--- src/rtl/spi_pkg.sv ---
// ---------------------------------------------------------------------------
// spi_pkg
// Shared definitions for the SPI flash loader: register offsets of the SPI
// master controller, CTRL/STATUS bit positions, the serial-flash READ opcode
// and the loader state encoding.
// ---------------------------------------------------------------------------
package spi_pkg;

  // Register offsets relative to the controller base address
  localparam logic [31:0] SPI_OFF_CTRL   = 32'h00;
  localparam logic [31:0] SPI_OFF_STATUS = 32'h04;
  localparam logic [31:0] SPI_OFF_TXDATA = 32'h08;
  localparam logic [31:0] SPI_OFF_RXDATA = 32'h0C;

  // CTRL and STATUS bit positions
  localparam int CTRL_EN_BIT    = 0;
  localparam int CTRL_DIV_LSB   = 1;
  localparam int CTRL_CS_BIT    = 8;
  localparam int STAT_BUSY_BIT  = 0;
  localparam int STAT_RXV_BIT   = 1;

  // Standard serial-flash READ opcode and header length (opcode + 3 address bytes)
  localparam logic [7:0] FLASH_READ_OP = 8'h03;
  localparam int         HEADER_BYTES  = 4;

  typedef enum logic [2:0] {
    S_IDLE,
    S_CFG,
    S_TX_WR,
    S_POLL,
    S_RX_RD,
    S_MEM_WR,
    S_RELEASE,
    S_DONE
  } loader_state_t;

endpackage

--- src/rtl/spi_byte_packer.sv ---
// ---------------------------------------------------------------------------
// spi_byte_packer
// Packs received data bytes little-endian into 32-bit words and issues one
// registered memory write per completed (or final partial) word.
//   clear     : restart packing at dst_base (word index 0, empty buffer)
//   dst_base  : destination byte address, bits [1:0] ignored
//   byte_in   : data byte, qualified by valid
//   valid     : byte_in carries the next data byte
//   last      : this is the final data byte of the transfer
//   mem_*     : word write port, asserted the cycle after the closing byte
// ---------------------------------------------------------------------------
module spi_byte_packer (
  input  logic        clk,
  input  logic        rst_n,
  input  logic        clear,
  input  logic [31:0] dst_base,
  input  logic [7:0]  byte_in,
  input  logic        valid,
  input  logic        last,
  output logic        mem_we,
  output logic [31:0] mem_addr,
  output logic [31:0] mem_wdata,
  output logic [3:0]  mem_wstrb
);

  logic [1:0]  lane_q;
  logic [31:0] word_q;
  logic [3:0]  strb_q;
  logic [29:0] base_q;
  logic [29:0] word_idx_q;

  logic [31:0] word_nx;
  logic [3:0]  strb_nx;
  logic        flush;

  logic unused_base_bits;
  assign unused_base_bits = ^dst_base[1:0];

  // Merge the incoming byte into its lane; a word is flushed when lane 3
  // fills or the transfer ends on a partial word.
  always_comb begin
    word_nx = word_q | (32'(byte_in) << {lane_q, 3'b000});
    strb_nx = strb_q | (4'b0001 << lane_q);
    flush   = valid && ((lane_q == 2'd3) || last);
  end

  // Buffer, lane and word-index state plus the registered write port. The
  // write outputs return to zero in every cycle that carries no write.
  always_ff @(posedge clk or negedge rst_n) begin
    if (!rst_n) begin
      lane_q     <= 2'd0;
      word_q     <= 32'd0;
      strb_q     <= 4'd0;
      base_q     <= 30'd0;
      word_idx_q <= 30'd0;
      mem_we     <= 1'b0;
      mem_addr   <= 32'd0;
      mem_wdata  <= 32'd0;
      mem_wstrb  <= 4'd0;
    end else begin
      mem_we    <= 1'b0;
      mem_addr  <= 32'd0;
      mem_wdata <= 32'd0;
      mem_wstrb <= 4'd0;
      if (clear) begin
        lane_q     <= 2'd0;
        word_q     <= 32'd0;
        strb_q     <= 4'd0;
        base_q     <= dst_base[31:2];
        word_idx_q <= 30'd0;
      end else if (valid) begin
        if (flush) begin
          mem_we     <= 1'b1;
          mem_addr   <= {base_q + word_idx_q, 2'b00};
          mem_wdata  <= word_nx;
          mem_wstrb  <= strb_nx;
          word_idx_q <= word_idx_q + 30'd1;
          lane_q     <= 2'd0;
          word_q     <= 32'd0;
          strb_q     <= 4'd0;
        end else begin
          lane_q <= lane_q + 2'd1;
          word_q <= word_nx;
          strb_q <= strb_nx;
        end
      end
    end
  end

endmodule

--- src/rtl/spi_flash_loader.sv ---
// ---------------------------------------------------------------------------
// spi_flash_loader
// Sequences a serial-flash READ (0x03 + 24-bit address) through the SPI
// master controller's register port and streams the returned bytes into an
// on-chip memory as little-endian 32-bit words.
//   start/flash_addr/byte_count/dst_base : request, sampled on accepted start
//   busy/done/err                        : status; err is a sticky timeout flag
//   m_req_* / m_rdata                    : SPI controller register port
//   mem_*                                : destination memory write port
// ---------------------------------------------------------------------------
module spi_flash_loader
  import spi_pkg::*;
#(
  parameter logic [31:0] SPI_BASE     = 32'h0,
  parameter logic [2:0]  CLK_DIV      = 3'd1,
  parameter int          POLL_TIMEOUT = 4096
) (
  input  logic        clk,
  input  logic        rst_n,
  input  logic        start,
  input  logic [23:0] flash_addr,
  input  logic [15:0] byte_count,
  input  logic [31:0] dst_base,
  output logic        busy,
  output logic        done,
  output logic        err,
  output logic        m_req_valid,
  output logic        m_req_write,
  output logic [31:0] m_req_addr,
  output logic [31:0] m_req_wdata,
  output logic [3:0]  m_req_wstrb,
  input  logic [31:0] m_rdata,
  output logic        mem_we,
  output logic [31:0] mem_addr,
  output logic [31:0] mem_wdata,
  output logic [3:0]  mem_wstrb
);

  localparam int PCW = $clog2(POLL_TIMEOUT) + 1;
  localparam logic [31:0] CTRL_ON =
    (32'd1 << CTRL_CS_BIT) | (32'd1 << CTRL_EN_BIT) | (32'(CLK_DIV) << CTRL_DIV_LSB);

  loader_state_t  state, state_nx;
  logic [23:0]    flash_addr_q;
  logic [15:0]    byte_count_q;
  logic [16:0]    xfer_idx;
  logic [PCW-1:0] poll_cnt;
  logic           err_q;

  logic [7:0]  tx_byte;
  logic        is_data;
  logic        last_xfer;
  logic        all_done;
  logic        poll_ready;
  logic        poll_expired;
  logic        accept;
  logic [31:0] req_off;

  logic unused_rdata_bits;
  assign unused_rdata_bits = ^m_rdata[31:8];

  // Transfer bookkeeping: xfer_idx counts SPI byte transfers, the first
  // four being the READ header whose received bytes are discarded.
  always_comb begin
    accept       = (state == S_IDLE) && start;
    is_data      = (xfer_idx >= 17'(HEADER_BYTES));
    last_xfer    = (xfer_idx == {1'b0, byte_count_q} + 17'(HEADER_BYTES - 1));
    all_done     = (xfer_idx == {1'b0, byte_count_q} + 17'(HEADER_BYTES));
    poll_ready   = m_rdata[STAT_RXV_BIT] && !m_rdata[STAT_BUSY_BIT];
    poll_expired = (poll_cnt == PCW'(POLL_TIMEOUT - 1));
    case (xfer_idx)
      17'd0:   tx_byte = FLASH_READ_OP;
      17'd1:   tx_byte = flash_addr_q[23:16];
      17'd2:   tx_byte = flash_addr_q[15:8];
      17'd3:   tx_byte = flash_addr_q[7:0];
      default: tx_byte = 8'h00;
    endcase
  end

  // Next-state and register-port request decode. A zero-length request
  // spends its single busy cycle in CFG without touching the controller.
  always_comb begin
    state_nx    = state;
    m_req_valid = 1'b0;
    m_req_write = 1'b0;
    req_off     = 32'd0;
    m_req_wdata = 32'd0;
    case (state)
      S_IDLE: begin
        if (start) state_nx = S_CFG;
      end
      S_CFG: begin
        if (byte_count_q == 16'd0) begin
          state_nx = S_DONE;
        end else begin
          m_req_valid = 1'b1;
          m_req_write = 1'b1;
          req_off     = SPI_OFF_CTRL;
          m_req_wdata = CTRL_ON;
          state_nx    = S_TX_WR;
        end
      end
      S_TX_WR: begin
        m_req_valid = 1'b1;
        m_req_write = 1'b1;
        req_off     = SPI_OFF_TXDATA;
        m_req_wdata = {24'd0, tx_byte};
        state_nx    = S_POLL;
      end
      S_POLL: begin
        m_req_valid = 1'b1;
        req_off     = SPI_OFF_STATUS;
        if (poll_ready)        state_nx = S_RX_RD;
        else if (poll_expired) state_nx = S_RELEASE;
      end
      S_RX_RD: begin
        m_req_valid = 1'b1;
        req_off     = SPI_OFF_RXDATA;
        if (is_data && ((xfer_idx[1:0] == 2'b11) || last_xfer)) state_nx = S_MEM_WR;
        else                                                    state_nx = S_TX_WR;
      end
      S_MEM_WR: begin
        state_nx = all_done ? S_RELEASE : S_TX_WR;
      end
      S_RELEASE: begin
        m_req_valid = 1'b1;
        m_req_write = 1'b1;
        req_off     = SPI_OFF_CTRL;
        state_nx    = S_DONE;
      end
      S_DONE: begin
        state_nx = S_IDLE;
      end
      default: state_nx = S_IDLE;
    endcase
  end

  assign m_req_addr  = m_req_valid ? SPI_BASE + req_off : 32'd0;
  assign m_req_wstrb = m_req_valid ? 4'hF : 4'h0;
  assign busy        = (state != S_IDLE) && (state != S_DONE);
  assign done        = (state == S_DONE);
  assign err         = err_q;

  // State register, latched request, transfer index, poll counter and the
  // sticky timeout flag.
  always_ff @(posedge clk or negedge rst_n) begin
    if (!rst_n) begin
      state        <= S_IDLE;
      flash_addr_q <= 24'd0;
      byte_count_q <= 16'd0;
      xfer_idx     <= 17'd0;
      poll_cnt     <= '0;
      err_q        <= 1'b0;
    end else begin
      state <= state_nx;
      if (accept) begin
        flash_addr_q <= flash_addr;
        byte_count_q <= byte_count;
        xfer_idx     <= 17'd0;
        err_q        <= 1'b0;
      end
      if (state == S_TX_WR) poll_cnt <= '0;
      if ((state == S_POLL) && !poll_ready) begin
        if (poll_expired) err_q    <= 1'b1;
        else              poll_cnt <= poll_cnt + 1'b1;
      end
      if (state == S_RX_RD) xfer_idx <= xfer_idx + 17'd1;
    end
  end

  spi_byte_packer u_packer (
    .clk       (clk),
    .rst_n     (rst_n),
    .clear     (accept),
    .dst_base  (dst_base),
    .byte_in   (m_rdata[7:0]),
    .valid     ((state == S_RX_RD) && is_data),
    .last      (last_xfer),
    .mem_we    (mem_we),
    .mem_addr  (mem_addr),
    .mem_wdata (mem_wdata),
    .mem_wstrb (mem_wstrb)
  );

endmodule

--- config.mk ---
export PLATFORM = sky130hd
export DESIGN_NAME = spi_flash_loader
export DESIGN_NICKNAME = d
export VERILOG_FILES = /design/src/rtl/spi_pkg.sv /design/src/rtl/spi_byte_packer.sv /design/src/rtl/spi_flash_loader.sv
export SDC_FILE = /design/constraint.sdc
export NUM_CORES = 1
export LEC_CHECK = 0
export BUFFER_PORTS_ARGS = -buffer_cell sky130_fd_sc_hd__buf_2
export CORE_ASPECT_RATIO = 0.9
export CORE_UTILIZATION = 55
export DETAILED_ROUTE_END_ITERATION = 6
export GPL_ROUTABILITY_DRIVEN = 0
export PLACE_DENSITY = 0.86
export SYNTH_ARGS = -nofsm -noshare
export SYNTH_HDL_FRONTEND = slang
export SYNTH_SLANG_ARGS = --single-unit
--- constraint.sdc ---
create_clock -name clk -period 7.8 [get_ports clk]
set_input_delay 1.56 -clock clk [delete_from_list [all_inputs] [get_ports clk]]
set_output_delay 1.56 -clock clk [all_outputs]
set_load 0.02 [all_outputs]
==> flow_summary.yaml <==
logic_synthesis:
  synthesis.area_sq_mm: 0.01283
  ys_seq_area_frac: 0.4663
  syn_avg_cell_area_sq_um: 8.933
  synth_edf_count: 0
  ys_ff_latch: 239
  synthDistinctLibCells: 77
  ys.flop_type: "dfrtp_1"
  async_flop_share: 1.000
  synth_top_area_share: 0.4663
  syn_inst: 1436
  yosys-top-cells-area: "dfrtp_1 (47%), nand2_1 (7.5%), nor2_1 (5.0%), a21oi_1 (4.6%), ha_1 (4.2%)"
  synth_top_area_cell: "dfrtp_1"
  post-synth-top-count-cell: "nand2_1"
  yosys-top-cells-count: "nand2_1 (258), dfrtp_1 (239), nor2_1 (170)"
  ys_warn_count: 0
power:
  max-vdd-ir-drop_v: 0.0002289
  leakage_uw: 0.007007
  powerDensity_mw_per_mm2: 364.9
routing:
  post_drt_wl_per_cell_um: 16.13
  wl_mm: 30.04
  drc_errors: 0
  vias: 10656
  via_per_inst: 5.723
  dr.pass1.iters: 7
  dr.first_iter.drc_count: 889
  antenna_left: 0
clocking:
  clock-sinks: 239
  cts_buffer_depth: 3
  cts_buffers: 25
  ctsResizeCount: 0
  cts_tree: "built"
  h-tree-depth: 1
  clk_latency_ns: 0.52
  clk_pin_slew_ns: 0.06
  postCtsHoldBufs: 0
  cts_root_buf: "clkbuf_16"
  cts_setup_buffers: 0
sta:
  maxSlewViolCount: 0
  holdWs_ns: 0.4743
  worst_slew_pin_slew_ns: 1.162
  max_freq_ghz: 0.2234
  period_minus_slack_ns: 4.476
  final.setup.tns_ns: 0
  clock_skew_ns: 0.01925
  period_share: 0.5739
  finalHoldViolations: 0
  rsz0062_at_grt: "no"
  finalSetupViolCount: 0
  relSlewSlack: 0.2232
layout:
  nNetsFinal: 1699
  area_growth_pct: 11.58
  drive_above_1_share: 0.1503
  final_cell_area_sq_mm: 0.01431
grt:
  grt_pass1_vias: 9999
  overflow: 0
  antenna_found_initial: 1
  grt_use_total: 0.2528
  grt_pass1_wl_mm: 49.45
  grt_max_degree: 106
critical_path:
  crit_path_end_kind: "output port"
  crit_fanout: 9
  crit_type: "reg -> out"
  critPathRequiredTime_ns: 6.24
  cp-start-kind: "register"
  crit_arrival_ns: 2.92
floorplanning:
  core_area_sq_mm: 0.02271
  dieWidth_um: 163.0
  start_util: 0.5649
  die_area_sq_mm: 0.02394
  row_count: 52
  die_y_um: 146.9
  ios: 249
run_status:
  status: "finished, final reports clean"
place:
  hpwl_mm: 20.56
  port_buffers: 167
  placed_cell_area_sq_mm: 0.01350
worst_hold_path:
  worstHoldPathType: "reg -> reg"
flow_run:
  cap_violations: 0
## critical path, stage by stage, from the launching register on
cell and delay [ns]:
dfrtp_1 0.48, nor4_1 0.40, and4_1 0.46, and2_1 0.37
nand2_1 0.10, nand2_1 0.07, a221oi_1 0.04, o21ai_0 0.24
buf_2 0.23
## cells by family after synthesis
family                   Yosys count  synth area share
AO/OA/AOI/OAI                    291            0.1513
XOR/XNOR                          79           0.05394
adder cells (fa/ha/maj)           44           0.04350
buffers and inverters            173           0.07121
flip-flops                       239            0.4663
multiplexers                       7          0.005657
other                              1         0.0002923
AND/OR/NAND/NOR                  602            0.2079
## path summary, 6_finish.rpt
check | from | slack, ns | cells after the start | endpoint
min in group asynchronous | rst_n | 1.01 | 1 | u_packer.mem_wdata[20]$_DFF_PN0_
setup / recovery | xfer_idx[13]$_DFFE_PN0P_ | 3.32 | 8 | m_req_wdata[1]
hold / removal | flash_addr_q[1]$_DFFE_PN0P_ | 0.47 | 2 | flash_addr_q[1]$_DFFE_PN0P_
hold reg to reg | flash_addr_q[1]$_DFFE_PN0P_ | 0.47 | 2 | flash_addr_q[1]$_DFFE_PN0P_
max in group asynchronous | rst_n | 5.27 | 2 | u_packer.word_idx_q[26]$_DFFE_PN0P_
setup reg to reg | byte_count_q[2]$_DFFE_PN0P_ | 3.80 | 9 | u_packer.word_q[3]$_DFFE_PN0P_
## state kept, by name, indices dropped and copies added (netlist names)
name                 cells
xfer_idx                17
state                    3
byte_count_q            16
poll_cnt                13
u_packer.lane_q          2
u_packer.word_q         32
u_packer.base_q         30
u_packer.mem_wstrb       4
err                      1
u_packer.strb_q          4
u_packer.word_idx_q     30
u_packer.mem_wdata      32
u_packer.mem_we          1
u_packer.mem_addr       30
flash_addr_q            24
## where the power goes
part,total (uW),internal [uW],switching (uW)
clock,1160,686,478
sequential,2040,1600,442
combinational,2020,805,1210
total,5220,3090,2140
## metrics by stage
| stage | std cells | util | total power (uW) | setup WS, ns |
|---|---|---|---|---|
| 2_1_floorplan | 1490 | - | 3561 | 4.063 |
| 3_3_place_gp | 1818 | 0.5947 | 3907 | 3.963 |
| 3_5_place_dp | 1818 | 0.5947 | 4029 | 3.889 |
| 4_1_cts | 1861 | 0.6302 | 5215 | 3.369 |
| 5_1_grt | 1861 | 0.6302 | 5588 | 3.182 |
| 6_report | 1862 | 0.6303 | 5222 | 3.324 |
## final cells by class
cell class / count / area, sq um
Multi-Input combinational cell: 1078 / 6152
Tap cell: 297 / 371.6
Inverter: 33 / 123.9
Fill cell: 1827 / 8394
Clock inverter: 7 / 68.82
Antenna cell: 1 / 2.502
Timing Repair Buffer: 171 / 875.8
Sequential cell: 239 / 5981
Clock buffer: 36 / 737.0
## routing by layer
layer  global-route usage  share of wire  vias up  wire [um]
met5                    0              0        -          0
met4              0.05187          0.019        0        575
met3              0.04771          0.073       48       2183
met2               0.4196           0.48      391      14430
met1               0.3456           0.43     5170      12840
li1                     -              -     5047          -
## cells in the final DEF, fill, tap and decap left out, types with 12 or more instances in the layout
cell type,instances
clkbuf_16,25
nand4_1,18
xor2_1,26
nor2_1,170
a21oi_1,117
buf_2,166
nor4_1,12
inv_1,32
ha_1,43
dfrtp_1,239
and3_1,12
a21o_1,15
nor3_1,22
nand2_1,257
a211oi_1,18
o21ai_0,45
nand3_1,47
conb_1,55
and2_1,12
xnor2_1,53
(Power assumes the default switching activity.)
